### src/rtl/mem_access_unit.sv
// Memory-stage controller: single-outstanding req/ack loads and stores, registered write-back fields.
// Optional macro MEM_MISALIGN_CHECK_EN: misaligned half/word accesses skip the bus and raise misalign_o.
module mem_access_unit #(
    parameter int DATA_W = 32
) (
    input  logic              clk,
    input  logic              rst_n,
    input  logic              in_valid,
    input  logic              in_mem_read,
    input  logic              in_mem_write,
    input  logic [2:0]        in_funct3,
    input  logic [DATA_W-1:0] in_addr,
    input  logic [DATA_W-1:0] in_wdata,
    input  logic [DATA_W-1:0] in_alu_result,
    input  logic              in_mem2reg,
    input  logic              in_reg_write,
    input  logic [4:0]        in_rd,
    output logic              stall_o,
    output logic              bus_req,
    output logic              bus_we,
    output logic [DATA_W-1:0] bus_addr,
    output logic [3:0]        bus_wstrb,
    output logic [DATA_W-1:0] bus_wdata,
    input  logic              bus_ack,
    input  logic [DATA_W-1:0] bus_rdata,
    output logic              wb_valid,
    output logic              wb_mem2reg,
    output logic              wb_reg_write,
    output logic [4:0]        wb_rd,
    output logic [DATA_W-1:0] wb_mem_data,
    output logic [DATA_W-1:0] wb_alu_result,
    output logic              misalign_o
);

    // Bus handshake: bus_req rises the cycle after an aligned mem op is accepted and,
    // together with every other bus_* output, stays stable until the one-cycle bus_ack.
    typedef enum logic {IDLE = 1'b0, BUSY = 1'b1} state_t;

    state_t            state, state_nx;
    logic              mem_op, misaligned, start;
    logic              size_byte, size_half;
    logic [3:0]        st_strb;
    logic [DATA_W-1:0] st_data;
    logic [2:0]        lat_funct3;
    logic [1:0]        lat_lane;
    logic              lat_mem2reg, lat_reg_write;
    logic [4:0]        lat_rd;
    logic [DATA_W-1:0] lat_alu;
    logic [DATA_W-1:0] byte_shift, half_shift, ld_data;

    assign mem_op    = in_mem_read | in_mem_write;
    assign size_byte = (in_funct3[1:0] == 2'b00);
    assign size_half = (in_funct3[1:0] == 2'b01);

`ifdef MEM_MISALIGN_CHECK_EN
    assign misaligned = mem_op && ((size_half && in_addr[0]) ||
                                   (!size_byte && !size_half && (in_addr[1:0] != 2'b00)));

    always_ff @(posedge clk or negedge rst_n) begin
        if (!rst_n) misalign_o <= 1'b0;
        else        misalign_o <= (state == IDLE) && in_valid && misaligned;
    end
`else
    assign misaligned = 1'b0;
    assign misalign_o = 1'b0;
`endif

    always_ff @(posedge clk or negedge rst_n) begin
        if (!rst_n) state <= IDLE;
        else        state <= state_nx;
    end

    always_comb begin
        state_nx = state;
        stall_o  = 1'b0;
        start    = 1'b0;
        case (state)
            IDLE: begin
                start   = in_valid && mem_op && !misaligned;
                stall_o = start;
                if (start) state_nx = BUSY;
            end
            BUSY: begin
                stall_o = !bus_ack;
                if (bus_ack) state_nx = IDLE;
            end
            default: state_nx = IDLE;
        endcase
    end

    // Reserved size encodings fall through to the word case.
    always_comb begin
        st_strb = 4'b1111;
        st_data = in_wdata;
        if (size_byte) begin
            st_strb = 4'b0001 << in_addr[1:0];
            st_data = {(DATA_W/8){in_wdata[7:0]}};
        end else if (size_half) begin
            st_strb = 4'b0011 << {in_addr[1], 1'b0};
            st_data = {(DATA_W/16){in_wdata[15:0]}};
        end
    end

    always_comb begin
        byte_shift = bus_rdata >> {lat_lane, 3'b000};
        half_shift = bus_rdata >> {lat_lane[1], 4'b0000};
        ld_data    = bus_rdata;
        if (lat_funct3[1:0] == 2'b00)
            ld_data = {{(DATA_W-8){byte_shift[7] & ~lat_funct3[2]}}, byte_shift[7:0]};
        else if (lat_funct3[1:0] == 2'b01)
            ld_data = {{(DATA_W-16){half_shift[15] & ~lat_funct3[2]}}, half_shift[15:0]};
    end

    always_ff @(posedge clk or negedge rst_n) begin
        if (!rst_n) begin
            bus_req       <= 1'b0;
            bus_we        <= 1'b0;
            bus_addr      <= '0;
            bus_wstrb     <= 4'b0000;
            bus_wdata     <= '0;
            wb_valid      <= 1'b0;
            wb_mem2reg    <= 1'b0;
            wb_reg_write  <= 1'b0;
            wb_rd         <= 5'd0;
            wb_mem_data   <= '0;
            wb_alu_result <= '0;
            lat_funct3    <= 3'b000;
            lat_lane      <= 2'b00;
            lat_mem2reg   <= 1'b0;
            lat_reg_write <= 1'b0;
            lat_rd        <= 5'd0;
            lat_alu       <= '0;
        end else begin
            wb_valid <= 1'b0;
            if (start) begin
                bus_req       <= 1'b1;
                bus_we        <= in_mem_write;
                bus_addr      <= {in_addr[DATA_W-1:2], 2'b00};
                bus_wstrb     <= in_mem_write ? st_strb : 4'b0000;
                bus_wdata     <= in_mem_write ? st_data : '0;
                lat_funct3    <= in_funct3;
                lat_lane      <= in_addr[1:0];
                lat_mem2reg   <= in_mem2reg;
                lat_reg_write <= in_reg_write;
                lat_rd        <= in_rd;
                lat_alu       <= in_alu_result;
            end else if (state == BUSY) begin
                if (bus_ack) begin
                    bus_req       <= 1'b0;
                    wb_valid      <= 1'b1;
                    wb_mem2reg    <= lat_mem2reg;
                    wb_reg_write  <= lat_reg_write;
                    wb_rd         <= lat_rd;
                    wb_alu_result <= lat_alu;
                    wb_mem_data   <= bus_we ? '0 : ld_data;
                end
            end else begin
                wb_valid      <= in_valid;
                wb_mem2reg    <= in_mem2reg;
                wb_reg_write  <= in_reg_write && !misaligned;
                wb_rd         <= in_rd;
                wb_alu_result <= in_alu_result;
                wb_mem_data   <= '0;
            end
        end
    end

endmodule

### config.mk
export PLATFORM = sky130hd
export DESIGN_NAME = mem_access_unit
export DESIGN_NICKNAME = d
export VERILOG_FILES = /design/src/rtl/mem_access_unit.sv
export SDC_FILE = /design/constraint.sdc
export NUM_CORES = 1
export LEC_CHECK = 0
export ABC_AREA = 1
export CAP_MARGIN = 20
export CORE_UTILIZATION = 46
export CTS_CLUSTER_DIAMETER = 100
export DETAILED_ROUTE_END_ITERATION = 6
export GPL_ROUTABILITY_DRIVEN = 0
export PLACE_DENSITY_LB_ADDON = 0.12
export SYNTH_ARGS = -nofsm -noshare
export SYNTH_HDL_FRONTEND = slang
export SYNTH_SLANG_ARGS = --single-unit
export TNS_END_PERCENT = 30
### constraint.sdc
create_clock -name clk -period 2.19 [get_ports clk]
set_input_delay 0.657 -clock clk [delete_from_list [all_inputs] [get_ports clk]]
set_output_delay 0.657 -clock clk [all_outputs]
set_load 0.01 [all_outputs]
# Word-level counts from Yosys, hierarchy flattened
# Index checks and enable logic that the tools add are counted.
# totals
ff_bits	185
in_bits	144
out_inout_bits	144
# classes
n_eq_ne	3
shift	4
n_mux	30
n_bitwise	6
reduce_logical	8
# ops
operator	n
32-bit 2-to-1 mux	10
32-bit by 5-bit >> shifter with 16-bit output	1
32-bit by 5-bit >> shifter with 8-bit output	1
1-bit 2-to-1 mux	13
4-bit 2-to-1 mux	3
5-bit 2-to-1 mux	2
2-bit by 1-bit == test with 1-bit output, second input constant	2
2-bit logical NOT	2
1-bit case mux with 2 select lines	2
2-bit AND reduction	2
2-bit nonzero test	2
1-bit by 2-bit left shift with 4-bit output, first input constant	1
2-bit by 2-bit left shift with 4-bit output, first input constant	1
1-bit NOT	3
1-bit bitwise AND	2
2-bit != test, second input constant	1
1-bit logical AND	1
1-bit logical NOT	1
1-bit OR	1

# Depth between registers and ports, before layout
# Gate-level depths: netlist (run 1).
# logic_depth
ltp_word	7
mapped_depth	10

# Least setup slack after synthesis (run 1)
# Ideal clock, no wire load.
# synth_timing
path_kind	input to output
from	in in_mem_write
to	out stall_o
arrival_ps	1309
required_ps	1533
setup_slack_ps	224
path_stages	6
path_cell_list	inv_1 -> a21oi_4 -> nor2_1 -> inv_2 -> buf_6 -> buf_4
# synth_via
elab_chain_cells	3
# synth_rtl
item	line	text
start: declaration	10	input logic in_mem_write,
1-bit OR	51	assign mem_op = in_mem_read | in_mem_write;
1-bit logical AND	79	start = in_valid && mem_op && !misaligned;
1-bit case mux with 2 select lines	77	case (state)
end: declaration	18	output logic stall_o,
# Every way passes these cells.

# Worst setup path after layout (run 1)
# layout_timing
from	reg state
to	out stall_o
# layout_via
elab_chain_cells	2
# layout_rtl
item	line	text
start: declaration	39	state_t state, state_nx;
start signal: assignment	70	else state <= state_nx;
1-bit NOT	--	
1-bit case mux with 2 select lines *	77	
# Mark *: on every way between the ends. The rest lies on a longest branch, timed or not.

==> results.sh, run 1 <==
export IMPL_status="finished clean"
export IMPL_ios=288
export IMPL_finalSetupViolCount=0
export IMPL_ir_drop_mv=0.566
export IMPL_grt_pass1_wl_um=37000
export IMPL_r2r_end="lat_alu[28]"
export IMPL_slew_headroom=0.543
export IMPL_worstMarginPinSlew_ns=0.686
export IMPL_synth_top_cell_area_share=0.548
export IMPL_ys_flop_type="dfrtp_1"
export IMPL_routed_wl_um=23500
export IMPL_wl_met3_um=2320
export IMPL_fin_tns_setup_ns=0
export IMPL_crit_required_ns=1.53
export IMPL_holdBufCountCts=0
export IMPL_crit_type="register to primary output"
export IMPL_io_buffers=284
export IMPL_crit_family="flip-flops"
export IMPL_cp_num_buf_inv=3
export IMPL_cpMaxStageDelayCell="dfrtp_1"
export IMPL_vias=7830
export IMPL_start_util=0.470
export IMPL_max_cap_violations=0
export IMPL_hold_ws_ns=0.163
export IMPL_netlist_top_cells_area="dfrtp_1 (55%), nand2_1 (19%), o21ai_0 (8.3%)"
export IMPL_ant_nets=0
export IMPL_dp_cells=1554
export IMPL_place_ws_ns=-0.559
export IMPL_syn_inst=1073
export IMPL_layout_setup_ws_ns=0.118
export IMPL_path_max_fanout=3
export IMPL_path_cells="inv_2 > nand2_4 > a21oi_4 > nor2_4 > clkinv_2 > buf_6"
export IMPL_ff2ff_setup_slack_ns=0.34
export IMPL_ff2ff_path_depth=8
export IMPL_worstSkewPairLatency_ns=0.43
export IMPL_final_core_util=0.677
export IMPL_area_growth_synth_to_final_pct=43.8
export IMPL_worstSetupEndpointType="primary output"
export IMPL_grt_total_usage=0.254
export IMPL_clk_path_buf_depth=2
export IMPL_syn_avg_cell_area_um2=7.87
export IMPL_cts_tree="yes"
export IMPL_first_pass_iters=6
export IMPL_seq_area_frac_synth=0.548
export IMPL_fill_cells=1489
export IMPL_yosysUniqueCellTypes=24
export IMPL_crit_path_start_kind="register"
export IMPL_power_mw=11.0
export IMPL_fmax_mhz=483
export IMPL_crit_arrival_ns=1.42
export IMPL_antenna_found_initial=1
export IMPL_critical_path_max_stage_delay_ns=0.41
export IMPL_post_route_drc_count=0
export IMPL_grt_max_degree=92
export IMPL_fin_cells=1586
export IMPL_drt_iter0_markers=466
export IMPL_skew_ns=0.0105
export IMPL_ys_ff_latch=185
export IMPL_yosysWarnings=0
export IMPL_power_density_nw_per_um2=907
export IMPL_viasPerCell=4.94
export IMPL_stdcell_area_um2=12200
export IMPL_clockRootBuffer="clkbuf_16"
export IMPL_rr_startpoint="state"
export IMPL_hold_violations=0
export IMPL_p_leak_nw=5.92
export IMPL_clkTransAtPathRegs_ns=0.07
export IMPL_die_h_um=138
export IMPL_diodes=0
export IMPL_cts_sinks=185
export IMPL_dp_hpwl_um=16500
export IMPL_grt_overflow=0
export IMPL_wl_per_cell_um=14.8
export IMPL_postSynth_asyncResetShare=1.00
export IMPL_grt_setup_unrepaired="false"
export IMPL_nets=1488
export IMPL_wl_met2_um=10900
export IMPL_period_share=0.946
export IMPL_wl_met1_um=9810
export IMPL_grt_pass1_vias=7429
export IMPL_die_area_um2=18900
export IMPL_post_dp_cell_area_um2=11600
export IMPL_rows=49
export IMPL_dieWidth_um=138
export IMPL_hold_class="input port to asynchronous set/reset pin"
export IMPL_drv_slew=0
export IMPL_yosys_area_top_type="dfrtp_1"
export IMPL_period_minus_slack_ns=2.07
export IMPL_core_area_um2=18000
export IMPL_synth_area_um2=8450
export IMPL_cts_buffers=17
export IMPL_htree_levels=4
export IMPL_routed_top_layer="met5"
export IMPL_synth_edf_count=0
export IMPL_final_layout_size_suffix_gt1_frac=0.0612
cell families after synthesis:
group / share of synthesized area
buf+inv: 0.0794
other cells: 0.000444
simple gates: 0.245
compound gates: 0.127
flops: 0.548
worst register-to-register path: cells and delay by family, from the launching register on:
family	cells	cell delay, ns
compound gates	2	0.23
flops	1	0.41
simple gates	2	0.19
buf+inv	4	0.90
per-layer routing:
layer / vias to the layer above / GRT usage
li1: 3920 / -
met1: 3571 / 0.327
met2: 297 / 0.400
met3: 40 / 0.0894
met4: 2 / 0.0800
met5: - / 0
cells in the mapped netlist (2+ instances only):
cell	instances
inv_2	6
buf_6	2
buf_4	14
o21ai_1	37
nand2_2	2
a21oi_1	31
clkbuf_1	16
dfrtp_1	185
inv_1	79
nand2_1	436
o211ai_1	2
nand3_1	52
buf_2	29
nor2_2	2
o21ai_0	140
clkbuf_2	3
nor2_1	30
placed cells by master (no fill, tap or decap), drive strengths merged:
cell type / instances
nand2: 439
clkdlybuf4s50: 278
dfrtp: 185
o21ai: 177
inv: 91
nand3: 53
nor2: 33
a21oi: 32
buf: 32
clkbuf: 20
clkinv: 5
dlygate4sd2: 4
conb: 3
o211ai: 2
clkinvlp: 2
or2: 1
worst max-delay path by stage:
stage / from / to / slack, ns / cells after the start
2_1_floorplan: in_mem_write / stall_o / 0.22 / 6
3_3_place_gp: in_mem_write / stall_o / -0.54 / 6
3_5_place_dp: in_mem_write / stall_o / -0.56 / 6
4_1_cts: state / stall_o / 0.1 / 6
5_1_grt: bus_we / bus_we / 0.06 / 1
6_report: state / stall_o / 0.12 / 6
final cells by class:
class                   count  area [um2]  area share
clock buffers              19         443      0.0364
clock inverters            13         129      0.0106
inverters                  85         323      0.0266
multi-input cells         740        3170       0.261
flip-flops and latches    185        4630       0.381
well taps                 229         287      0.0236
repair buffers            315        3180       0.261
what timing repair did:
action / 4_1_cts / 5_1_grt
setup endpoints to repair: 1 / 0
gates resized for setup: 13 / 0
setup buffers: 0 / 0
flip-flops by register name, summed over array words and instances, names as in the netlist:
name	flops
lat_mem2reg	1
lat_alu	32
bus_wdata	32
bus_wstrb	4
bus_req	1
state	1
lat_rd	5
wb_valid	1
wb_rd	5
lat_reg_write	1
wb_alu_result	32
wb_reg_write	1
wb_mem_data	32
lat_lane	2
bus_we	1
lat_funct3	3
bus_addr	30
wb_mem2reg	1
power breakdown:
part / switching [mW] / internal (mW) / total (mW)
sequential: 0.412 / 4.14 / 4.55
clock: 1.44 / 1.54 / 2.98
combinational: 1.75 / 1.74 / 3.49
total: 3.60 / 7.42 / 11.0
Note: power is estimated with default switching activity, not from simulation.
==> run 2, diff against run 1 <==
==> constraint.sdc (replaced) <==
create_clock -name clk -period 2 [get_ports clk]
set_input_delay 0.6 -clock clk [delete_from_list [all_inputs] [get_ports clk]]
set_output_delay 0.6 -clock clk [all_outputs]
set_load 0.005 [all_outputs]
==> run 2 against run 1 <==
Against the previous run:
- sequential power is 9.7% higher
- highest routed layer unchanged
- first-iteration DRC count fell by 4.1%
- largest cell class unchanged
- clock-buffer cell count is 1 lower
- register-to-register slack worse by 0.22 ns
- combinational power rose by 4%
==> results.sh, run 2 (synthesis gave the netlist of run 1 again) <==
export IMPL_status="finished clean"
export IMPL_path_max_fanout=3
export IMPL_grt_max_degree=87
export IMPL_skew_ns=0.0152
export IMPL_crit_arrival_ns=1.39
export IMPL_post_route_drc_count=0
export IMPL_wl_per_cell_um=14.8
export IMPL_ff2ff_path_depth=8
export IMPL_antenna_found_initial=1
export IMPL_io_buffers=284
export IMPL_drt_iter0_markers=447
export IMPL_crit_type="register to primary output"
export IMPL_area_growth_synth_to_final_pct=44.6
export IMPL_power_density_nw_per_um2=975
export IMPL_cts_sinks=185
export IMPL_critical_path_max_stage_delay_ns=0.41
export IMPL_worstSetupEndpointType="primary output"
export IMPL_cts_buffers=17
export IMPL_grt_pass1_vias=7351
export IMPL_start_util=0.470
export IMPL_period_minus_slack_ns=1.99
export IMPL_grt_total_usage=0.255
export IMPL_first_pass_iters=6
export IMPL_htree_levels=4
export IMPL_path_cells="inv_2 > nand2_4 > a21oi_4 > nor2_4 > clkinv_2 > buf_6"
export IMPL_vias=7844
export IMPL_final_layout_size_suffix_gt1_frac=0.0653
export IMPL_final_cell_mix="nand2_1 (436), clkdlybuf4s50_1 (276), dfrtp_1 (185), o21ai_0 (140), inv_1 (77)"
export IMPL_nets=1494
export IMPL_slew_headroom=0.531
export IMPL_ant_nets=0
export IMPL_rows=49
export IMPL_die_area_um2=18900
export IMPL_power_mw=11.9
export IMPL_r2r_end="lat_alu[26]"
export IMPL_grt_pass1_wl_um=37000
export IMPL_diodes=0
export IMPL_worstSkewPairLatency_ns=0.43
export IMPL_layout_setup_ws_ns=0.0111
export IMPL_core_area_um2=18000
export IMPL_clkTransAtPathRegs_ns=0.07
export IMPL_place_ws_ns=-0.631
export IMPL_die_h_um=138
export IMPL_layout_commonest_cell="nand2_1"
export IMPL_rr_startpoint="state"
export IMPL_hold_class="input port to asynchronous set/reset pin"
export IMPL_finalSetupViolCount=0
export IMPL_worstMarginPinSlew_ns=0.704
export IMPL_crit_path_start_kind="register"
export IMPL_clk_path_buf_depth=2
export IMPL_ir_drop_mv=0.683
export IMPL_hold_violations=0
export IMPL_period_share=0.994
export IMPL_dp_hpwl_um=16400
export IMPL_cts_tree="yes"
export IMPL_fmax_mhz=503
export IMPL_routed_wl_um=23500
export IMPL_viasPerCell=4.93
export IMPL_crit_required_ns=1.40
export IMPL_grt_setup_unrepaired="true"
export IMPL_clockRootBuffer="clkbuf_16"
export IMPL_drv_slew=0
export IMPL_p_leak_nw=5.99
export IMPL_ios=288
export IMPL_ff2ff_setup_slack_ns=0.12
export IMPL_cpMaxStageDelayCell="dfrtp_1"
export IMPL_dieWidth_um=138
export IMPL_fill_cells=1497
export IMPL_max_cap_violations=0
export IMPL_final_core_util=0.680
export IMPL_grt_overflow=0
[run 2: worst max-delay path, delay by kind of cell (launching register included)]
kind                   cells  cell delay [ns]
and+or+nand+nor            2             0.13
DFF                        1             0.41
AOI/OAI and AO/OA          1             0.18
buffers and inverters      3             0.26
[run 2: layout make-up]
type                            count  area, um2  area share
Clock buffer                       18        439      0.0359
Inverter                           85        323      0.0264
Sequential cell                   185       4630       0.379
Timing Repair Buffer              321       3240       0.265
Tap cell                          229        287      0.0234
Clock inverter                     13        136      0.0112
Multi-Input combinational cell    740       3170       0.259
[run 2: how the worst max path moves through the flow]
stage / startpoint / endpoint / slack (ns) / cells past startpoint
after global routing: state / stall_o / -0.07 / 6
after global placement: in_mem_write / stall_o / -0.61 / 6
after CTS: state / stall_o / -0.02 / 6
final: state / stall_o / 0.01 / 6
after detailed placement: in_mem_write / stall_o / -0.63 / 6
after floorplan: in_mem_write / stall_o / 0.15 / 6
[run 2: per-layer routing]
| layer | global-route usage | up-vias | part of all wire |
|---|---|---|---|
| li1 | - | 3930 | - |
| met1 | 0.334 | 3555 | 0.42 |
| met2 | 0.391 | 317 | 0.46 |
| met3 | 0.0872 | 40 | 0.093 |
| met4 | 0.0910 | 2 | 0.023 |
| met5 | 0 | - | 0.00051 |
[run 2: repair_timing]
item / CTS / global route
pin swaps: 3 / 2
gates resized for setup: 13 / 2
setup endpoints to repair: 2 / 10
gates cloned: 0 / 0
hold buffers: 0 / 0
buffers inserted: 3 / 1
[run 2: power breakdown]
group          leakage (nW)  switching (mW)  internal [mW]
sequential             2.33           0.451           4.53
clock                 0.277            1.53           1.78
combinational          3.38            1.70           1.93
[run 2: through the flow]
stage	hold slack, ns	std cells	TNS, ns	area, um2
after floorplan	0.304	1075	0	8460
after global placement	0.454	1556	-54.40	11600
after detailed placement	0.458	1556	-57.17	11600
after CTS	0.102	1590	-0.0221	12200
after global routing	0.111	1591	-0.223	12200
final	0.0872	1591	0	12200
